File: src/rtl/mskaes_ct_serializer.sv
// Serializes a d-share masked 128-bit AES ciphertext block into four 32-bit
// masked words; shares pass through untouched and the holding register is zeroized.
module mskaes_ct_serializer #(
  parameter int d = 2
) (
  input  logic              clk,
  input  logic              rst,
  input  logic              in_valid,
  output logic              in_ready,
  input  logic [128*d-1:0]  sh_block_in,
  output logic              out_valid,
  input  logic              out_ready,
  output logic [32*d-1:0]   sh_word_out,
  output logic              out_last,
  output logic              busy
);

  localparam logic [0:0] IDLE = 1'b0;
  localparam logic [0:0] SEND = 1'b1;

  logic [0:0]       r_state;
  logic [1:0]       r_cnt;
  logic [128*d-1:0] r_hold;

  logic             w_last_word;
  logic             w_accept;
  logic             w_out_hs;
  logic [32*d-1:0]  w_word;

  assign w_last_word = (r_cnt == 2'd3);
  assign out_valid   = (r_state == SEND);
  assign busy        = out_valid;
  assign out_last    = out_valid && w_last_word;

  // A new block may replace the current one on the cycle its last word leaves.
  assign in_ready    = (r_state == IDLE) || (w_last_word && out_ready);
  assign w_accept    = in_valid && in_ready;
  assign w_out_hs    = out_valid && out_ready;

  assign w_word      = r_hold[32*d*r_cnt +: 32*d];
  assign sh_word_out = out_valid ? w_word : '0;

  // NOTE: r_hold is a data register but still gets reset: it carries secret
  // shares and must read as zero from the instant reset asserts.
  always_ff @(posedge clk or negedge rst) begin
    if (!rst) begin
      r_state <= IDLE;
      r_cnt   <= 2'd0;
      r_hold  <= '0;
    end else if (w_accept) begin
      // NOTE: non-blocking assignments keep every register sampling pre-edge values.
      r_state <= SEND;
      r_cnt   <= 2'd0;
      r_hold  <= sh_block_in;
    end else if (w_out_hs) begin
      if (w_last_word) begin
        r_state <= IDLE;
        r_cnt   <= 2'd0;
        r_hold  <= '0;
      end else begin
        r_cnt   <= r_cnt + 2'd1;
      end
    end
  end

endmodule
File: config.mk
export PLATFORM = sky130hd
export DESIGN_NAME = mskaes_ct_serializer
export DESIGN_NICKNAME = d
export VERILOG_FILES = /design/src/rtl/mskaes_ct_serializer.sv
export SDC_FILE = /design/constraint.sdc
export NUM_CORES = 1
export LEC_CHECK = 0
export CORE_ASPECT_RATIO = 0.8
export CORE_MARGIN = 1
export CORE_UTILIZATION = 40
export DETAILED_ROUTE_END_ITERATION = 8
export GPL_ROUTABILITY_DRIVEN = 0
export HOLD_SLACK_MARGIN = 0.03
export PLACE_DENSITY = 0.7
export SYNTH_ARGS = -nofsm -noshare
export SYNTH_HDL_FRONTEND = slang
export SYNTH_SLANG_ARGS = --single-unit
File: constraint.sdc
create_clock -name clk -period 1.6 [get_ports clk]
set_input_delay 0.16 -clock clk [delete_from_list [all_inputs] [get_ports clk]]
set_output_delay 0.16 -clock clk [all_outputs]
set_load 0.01 [all_outputs]
==> impl_metrics.py, run 1 <==
metrics = {
    "outcome": {
        "run_status": "complete, but fails checks",
        "violations": "negative setup slack",
    },
    "drt": {
        "finalWirelength_microns": 37200,
        "drt_first_pass_iters": 5,
        "drt_drc_violations_left": 0,
        "vias_per_cell": 5.69,
        "route.detailed.wl_per_inst_microns": 23.3,
        "starting_drt_drc_count": 554,
        "num_vias": 9063,
        "final_antenna_violating_net_count": 0,
    },
    "synth": {
        "synth-seq-area-share_pct": 58.7,
        "top_cells_by_count_synth": "sky130_fd_sc_hd__dfrtp_1, sky130_fd_sc_hd__a22o_1, sky130_fd_sc_hd__mux2i_1",
        "leading_cell_types_by_total_area_after_synthesis": "sky130_fd_sc_hd__dfrtp_1, sky130_fd_sc_hd__a22o_1, sky130_fd_sc_hd__mux2i_1, sky130_fd_sc_hd__o22ai_1, sky130_fd_sc_hd__buf_4",
        "synth_ff_type": "sky130_fd_sc_hd__dfrtp_1",
        "postSynthNetCount": 1073,
        "ys_seq_elements": 259,
        "synth-warning-count": 0,
        "synth_edf_count": 0,
        "netlist_area_sq_um": 11000,
        "syn_area_per_cell_sq_um": 13.6,
        "ys_async_sr_fraction_pct": 100,
        "dominant_cell_by_count_in_the_synthesized_netlist": "sky130_fd_sc_hd__dfrtp_1",
        "post_synth_inst_count": 812,
        "netlist-cell-type-count": 23,
        "synthDominantAreaCellType": "sky130_fd_sc_hd__dfrtp_1",
        "area_share_of_the_leading_cell_type_in_the_synthesized_netlist_pct": 58.7,
    },
    "sta": {
        "final.hold.worst_slack_ps": 134,
        "period_share_pct": 135,
        "final_critical_path_setup_slack_ps": -568,
        "timing.final.max_slew_violations": 0,
        "fmax_mhz": 461,
        "rsz0062_at_grt": "yes",
        "slew_headroom_pct": 69.2,
        "timing_hold_violations_final": 0,
        "final_setup_violating_endpoints": 324,
        "max_slew.worst_pin.slew_ps": 462,
        "min_period_ps": 2170,
        "finalClockSkew_ps": 8.12,
    },
    "place": {
        "placed_area_sq_um": 15200,
        "port_buffers": 327,
        "placed_wire_length_estimate_microns": 22500,
    },
    "power": {
        "power-per-cell-area_nw_per_um2": 2030,
        "total_switching_power_mw": 12.2,
        "comb_power_share_pct": 48.3,
        "cellInternalPower_mw": 22.9,
        "power_leakage_nw": 7.82,
        "sw_frac_of_total_pct": 34.8,
        "worst_ir_drop_vdd_uv": 1130,
        "power_frac_seq_pct": 34.1,
        "power.share.clock_pct": 17.6,
    },
    "worst_setup_path": {
        "timing.rr.start": "r_cnt[1]$_DFFE_PN0P_",
        "path_depth_of_the_worst_reg2reg_path": 10,
        "reg2reg_setup_slack_ps": -510,
        "critical_path_fanout_max": 7,
        "crit_type": "reg2out",
        "critical_path.endpoint_type": "primary output",
        "critical_path.reg2reg.endpoint": "r_hold[26]$_DFFE_PN0P_",
        "cp.required_ps": 1440,
        "critPathLaunchType": "register",
        "critical_path_arrival_ps": 2010,
    },
    "cts": {
        "clock_latency_ps": 530,
        "cts-root-buf": "sky130_fd_sc_hd__clkbuf_16",
        "cts_sinks": 259,
        "tritoncts_buffers": 27,
        "cts_buffer_depth": 3,
        "cts_tree": "yes",
        "ctsHtreeMaxLevel": 1,
        "clk_transition_reported_paths_ps": 60,
    },
    "floorplanning": {
        "die_w_microns": 188,
        "fp.dieArea_sq_um": 28300,
        "die_height_microns": 151,
        "core_area_sq_um": 26700,
        "io-pin-count": 328,
        "initial_utilization_pct": 41.4,
        "rows": 53,
    },
    "worst_hold_path": {
        "hold_class": "in2async",
    },
    "finish": {
        "synthToLayoutAreaGrowth_pct": 57.1,
        "final_cell_area_sq_um": 17300,
        "nNetsFinal": 1477,
        "layout-drive-gt1-share_pct": 22.6,
    },
    "global_route": {
        "first_global_vias": 8852,
        "grt.overflow.total": 0,
        "grt.total_usage_pct": 23.0,
        "initial_antenna_violation_count": 2,
        "grt_max_degree": 53,
        "wire_length_of_the_first_global_routing_pass_microns": 50600,
    },
    "flow_run": {
        "drv.max_cap_violation_count": 0,
    },
}
## worst max-delay path by stage
| stage | slack [ps] | startpoint | depth (start not counted) | to |
|---|---|---|---|---|
| after global placement | -350 | r_cnt[1]$_DFFE_PN0P_ | 5 | r_hold[128]$_DFFE_PN0P_ |
| final | -570 | r_cnt[1]$_DFFE_PN0P_ | 6 | sh_word_out[49] |
| after floorplan | 160 | r_cnt[0]$_DFFE_PN0P_ | 5 | r_hold[194]$_DFFE_PN0P_ |
| after CTS | -580 | r_cnt[1]$_DFFE_PN0P_ | 5 | sh_word_out[32] |
| after detailed placement | -360 | r_cnt[1]$_DFFE_PN0P_ | 5 | r_hold[0]$_DFFE_PN0P_ |
| after global routing | -640 | r_cnt[1]$_DFFE_PN0P_ | 6 | sh_word_out[49] |
## per-stage QoR
step           setup slack [ps]  power (mW)  TNS (ps)  instances  utilization [%]
4_1_cts                    -581        33.3    -72760       1545             60.8
3_3_place_gp               -352        26.8    -89670       1483             57.1
6_report                   -568        35.1   -145580       1594             65.0
5_1_grt                    -645        36.8   -164510       1594             65.0
3_5_place_dp               -357        27.1    -88150       1483             57.1
2_1_floorplan               157        20.1         0        812                -
## layout by cell type (no fill, tap or decap), drive strengths merged, types with 2 or more instances in the layout
cell type and instances:
dfrtp 259, buf 167, clkinvlp 3, a22o 256
clkbuf 61, clkdlybuf4s50 258, o22ai 64, a31oi 2
nand2 6, nor2b 2, dlygate4sd2 4, clkinv 12
mux2i 128, bufinv 2, a21oi 3, inv 3
## power by group through the flow
stage / sequential (mW) / clock, mW / combinational [mW]
after floorplan: 11.1 / 0 / 9.00
after global routing: 12.3 / 6.56 / 18.0
after global placement: 11.7 / 0 / 15.1
after detailed placement: 11.8 / 0 / 15.3
final: 12.0 / 6.19 / 16.9
after CTS: 11.8 / 6.32 / 15.2
## worst max-delay path, cell delays in order, from the launching register on
cell	delay (ps)
sky130_fd_sc_hd__dfrtp_4	520
sky130_fd_sc_hd__buf_12	170
sky130_fd_sc_hd__buf_12	140
sky130_fd_sc_hd__clkbuf_16	160
sky130_fd_sc_hd__mux2i_1	140
sky130_fd_sc_hd__o22ai_1	190
sky130_fd_sc_hd__buf_2	170
## kinds of logic after synthesis
kind of cell,after synthesis,synth area share [%]
flip-flops,259,58.7
AO/OA/AOI/OAI,326,24.4
multiplexers,128,11.6
adder cells (fa/ha/maj),1,0.113
buffers and inverters,87,4.52
AND/OR/NAND/NOR,11,0.590
## routing by layer
| metal | wire (microns) | track usage [%] | up-vias |
|---|---|---|---|
| met4 | 695 | 5.61 | 0 |
| met1 | 16500 | 33.1 | 4598 |
| met5 | 0 | 0 | - |
| met3 | 2890 | 4.92 | 42 |
| met2 | 17100 | 35.5 | 402 |
| li1 | - | - | 4021 |
## area by class of cell
| cell class | count | area [sq um] |
|---|---|---|
| diodes | 1 | 2.50 |
| clock buffers | 30 | 697 |
| clock inverters | 19 | 179 |
| fillers | 2030 | 9330 |
| inverters | 1 | 3.75 |
| multi-input cells | 466 | 4260 |
| flip-flops and latches | 259 | 6480 |
| well taps | 357 | 447 |
| repair buffers | 461 | 5260 |
## repair_timing
action	in CTS	in global routing
hold buffers	1	0
resized for setup	303	46
cloned	5	36
pin swaps	17	21
endpoints found under the hold margin	259	0
buffers inserted	8	14
setup endpoints to repair	324	324
## registers in the layout (all words and copies together), names as in the netlist
name    cells
r_cnt       2
busy        1
r_hold    256
No activity file was read; power rests on OpenSTA's default activity.
==> run 2, diff against run 1 <==
Settings changed: DONT_BUFFER_PORTS set to 1, PLACE_DENSITY 0.7 to unset.
==> run 2 against run 1 <==
Compared with the run above: the flow now stops in clock tree synthesis; area after synthesis did not move; synthesized cell count did not move.
==> impl_metrics.py, run 2 <==
metrics = {
    "outcome": {
        "run_status": "stopped before the end",
        "flow.stopped_at": "clock tree synthesis",
        "toolErrorMsg": "[ERROR RSZ-0060] Max buffer count reached.",
    },
    "cts": {
        "cts.repair_timing.setup_buffer_count": 26,
        "tritoncts_buffers": 26,
        "ctsHtreeMaxLevel": 1,
        "cts-root-buf": "sky130_fd_sc_hd__clkbuf_16",
        "post_cts_hold_buffer_count": 250,
        "cts_sinks": 259,
        "cts_repair_resize_count": 110,
        "cts_buffer_depth": 3,
    },
    "synth": {
        "area_share_of_the_leading_cell_type_in_the_synthesized_netlist_pct": 58.7,
        "leading_cell_types_by_total_area_after_synthesis": "sky130_fd_sc_hd__dfrtp_1, sky130_fd_sc_hd__a22o_1, sky130_fd_sc_hd__mux2i_1, sky130_fd_sc_hd__o22ai_1, sky130_fd_sc_hd__buf_4",
        "ys_seq_elements": 259,
        "synth-seq-area-share_pct": 58.7,
        "netlist-cell-type-count": 23,
        "post_synth_inst_count": 812,
        "synth_edf_count": 0,
        "netlist_area_sq_um": 11000,
        "synth-warning-count": 0,
        "synth_ff_type": "sky130_fd_sc_hd__dfrtp_1",
        "top_cells_by_count_synth": "sky130_fd_sc_hd__dfrtp_1, sky130_fd_sc_hd__a22o_1, sky130_fd_sc_hd__mux2i_1",
        "syn_area_per_cell_sq_um": 13.6,
        "dominant_cell_by_count_in_the_synthesized_netlist": "sky130_fd_sc_hd__dfrtp_1",
        "postSynthNetCount": 1073,
        "ys_async_sr_fraction_pct": 100,
        "synthDominantAreaCellType": "sky130_fd_sc_hd__dfrtp_1",
    },
    "floorplanning": {
        "die_w_microns": 188,
        "die_height_microns": 151,
        "initial_utilization_pct": 41.4,
        "io-pin-count": 328,
        "rows": 53,
    },
    "place": {
        "port_buffers": 0,
        "placed_wire_length_estimate_microns": 19800,
    },
}
-- run 2: cell counts after synthesis --
Identical to the previous run, type by type.
-- run 2: logic make-up after synthesis --
kind of cell               after synthesis  share of synthesized area (%)
muxes                                  128                           11.6
AOI/OAI and AO/OA                      326                           24.4
DFF                                    259                           58.7
adders and majority gates                1                          0.113
buffers and inverters                   87                           4.52
and+or+nand+nor                         11                          0.590
-- run 2: metrics by stage --
step | cells | worst slack, ps | area [sq um]
after floorplan | 812 | 157 | 11000
after global placement | 1144 | -76.4 | 11700
after detailed placement | 1144 | -205 | 11700
==> run 3, diff against run 2 <==
Settings changed: CORE_ASPECT_RATIO 0.8 to unset, CORE_UTILIZATION 40 to 25, HOLD_SLACK_MARGIN 0.03 to unset, PLACE_DENSITY_LB_ADDON set to 0.15.
==> run 3 against run 2 <==
Compared with the run above: the flow now finishes, with violations (negative hold slack, negative setup slack).
==> impl_metrics.py, run 3 (same netlist as run 1, synthesis figures left out) <==
metrics = {
    "outcome": {
        "run_status": "complete, but fails checks",
        "violations": "negative hold slack, negative setup slack",
    },
    "place": {
        "placed_wire_length_estimate_microns": 23300,
        "placed_area_sq_um": 12500,
        "dp.cells": 1425,
        "port_buffers": 0,
    },
    "finish": {
        "seq_area_sq_um": 6480,
        "fillCellCount": 3985,
        "layout.cells.non_filler": 1820,
        "synthToLayoutAreaGrowth_pct": 65.7,
        "regMostFlops": "r_hold",
        "largest_register_ff_count": 256,
        "layout-drive-gt1-share_pct": 25.2,
        "final_cell_area_sq_um": 18300,
        "multi_input_comb_area_sq_um": 4470,
        "nNetsFinal": 1470,
        "final_cell_mix": "sky130_fd_sc_hd__dfrtp_1, sky130_fd_sc_hd__dlygate4sd3_1, sky130_fd_sc_hd__a22o_1",
    },
    "cts": {
        "ctsHtreeMaxLevel": 2,
        "cts_sinks": 259,
        "tritoncts_buffers": 34,
        "cts_tree": "yes",
        "clock_latency_ps": 520,
        "cts_buffer_depth": 3,
        "clk_transition_reported_paths_ps": 60,
        "post_cts_hold_buffer_count": 258,
        "cts-root-buf": "sky130_fd_sc_hd__clkbuf_16",
    },
    "worst_setup_path": {
        "critical_path_fanout_max": 8,
        "cp.required_ps": 1440,
        "timing.rr.start": "r_cnt[1]$_DFFE_PN0P_",
        "critical_path_arrival_ps": 1960,
        "critical_path.endpoint_type": "primary output",
        "crit_start": "r_cnt[1]$_DFFE_PN0P_",
        "critPathLaunchType": "register",
        "crit_type": "reg2out",
    },
    "sta": {
        "period_share_pct": 133,
        "final.hold.worst_slack_ps": -661,
        "finalSetupTns_ps": -84450,
        "min_period_ps": 2120,
        "fmax_mhz": 472,
        "timing_hold_violations_final": 259,
        "max_slew.worst_pin.slew_ps": 1040,
        "slew_headroom_pct": 30.5,
        "rsz0062_at_grt": "yes",
        "final_setup_violating_endpoints": 322,
        "timing.final.max_slew_violations": 0,
        "final_critical_path_setup_slack_ps": -520,
        "finalClockSkew_ps": 9.55,
    },
    "drt": {
        "route.detailed.wl_per_inst_microns": 22.5,
        "vias_per_cell": 4.89,
        "drt_first_pass_iters": 5,
        "num_vias": 8899,
        "drt_drc_violations_left": 0,
        "finalWirelength_microns": 41000,
        "starting_drt_drc_count": 490,
        "final_antenna_violating_net_count": 0,
    },
    "power": {
        "power.total_mw": 38.5,
        "power_leakage_nw": 8.09,
        "power-per-cell-area_nw_per_um2": 2110,
        "worst_ir_drop_vdd_uv": 1530,
    },
    "global_route": {
        "globalRoute.busiestLayer": "met2",
        "initial_antenna_violation_count": 2,
        "first_global_vias": 9508,
        "wire_length_of_the_first_global_routing_pass_microns": 59600,
        "grt_max_degree": 260,
        "gr-usage-met3_pct": 3.86,
        "grt.overflow.total": 0,
        "globalRouteMet1Util_pct": 23.6,
        "grt.total_usage_pct": 17.3,
        "use_met2_pct": 27.5,
    },
    "floorplanning": {
        "die_height_microns": 212,
        "initial_utilization_pct": 25.5,
        "fp.dieArea_sq_um": 45000,
        "die_w_microns": 212,
        "rows": 76,
        "core_area_sq_um": 43300,
        "io-pin-count": 328,
    },
    "flow_run": {
        "drv.max_cap_violation_count": 0,
    },
    "worst_hold_path": {
        "hold_class": "in2async",
    },
}
-- run 3: worst paths after layout --
path | endpoint | slack (ps) | depth (start not counted)
worst max-delay path | sh_word_out[56] | -520 | 6
max in group asynchronous | r_hold[43]$_DFFE_PN0P_ | 1410 | 0
worst max register to register | r_hold[210]$_DFFE_PN0P_ | -340 | 10
worst min register to register | r_hold[29]$_DFFE_PN0P_ | 500 | 1
worst min-delay path | r_hold[155]$_DFFE_PN0P_ | -660 | 0
min in group clk | r_hold[13]$_DFFE_PN0P_ | 290 | 4
-- run 3: what timing repair did --
action | 4_1_cts | 5_1_grt
cloned | 19 | 20
resized for setup | 109 | 53
pin swaps | 16 | 31
buffers inserted | 20 | 21
endpoints found under the setup margin | 290 | 322
endpoints found under the hold margin | 518 | 259
-- run 3: final cells by class --
| class | count | area share, % |
|---|---|---|
| repair buffers | 447 | 29.6 |
| flip-flops and latches | 259 | 35.5 |
| inverters | 1 | 0.0205 |
| multi-input cells | 466 | 24.4 |
| well taps | 585 | 4.00 |
| clock buffers | 44 | 5.25 |
| clock inverters | 16 | 1.20 |
| diodes | 2 | 0.0274 |
-- run 3: per-stage QoR --
step                util (%)  worst slack (ps)
detailed placement      28.9             -57.2
global placement        28.9             -41.0
floorplan                  -               157
global route            42.3              -593
finish                  42.3              -520
CTS                     40.4              -554
-- run 3: where the power goes --
part	switching (mW)	total, mW	internal, mW
Sequential	2.11	11.9	9.81
Clock	3.04	8.09	5.05
Combinational	7.94	18.5	10.6
-- run 3: layer usage --
layer	wire (microns)	vias to the layer above
met5	0	-
li1	-	4022
met3	2280	46
met4	710	0
met2	19400	266
met1	18500	4565
-- run 3: critical path: stages (launching register included) --
cell                      delay [ps]
sky130_fd_sc_hd__dfrtp_4         490
sky130_fd_sc_hd__buf_8           150
sky130_fd_sc_hd__buf_12          150
sky130_fd_sc_hd__buf_16          150
sky130_fd_sc_hd__mux2i_4         190
sky130_fd_sc_hd__o22ai_2         170
sky130_fd_sc_hd__buf_4           150
==> run 4, diff against run 3 <==
Settings changed: CAP_MARGIN set to 5.
==> results of run 4 <==
Same layout as run 3: the final DEF is identical, and so are final timing and power.
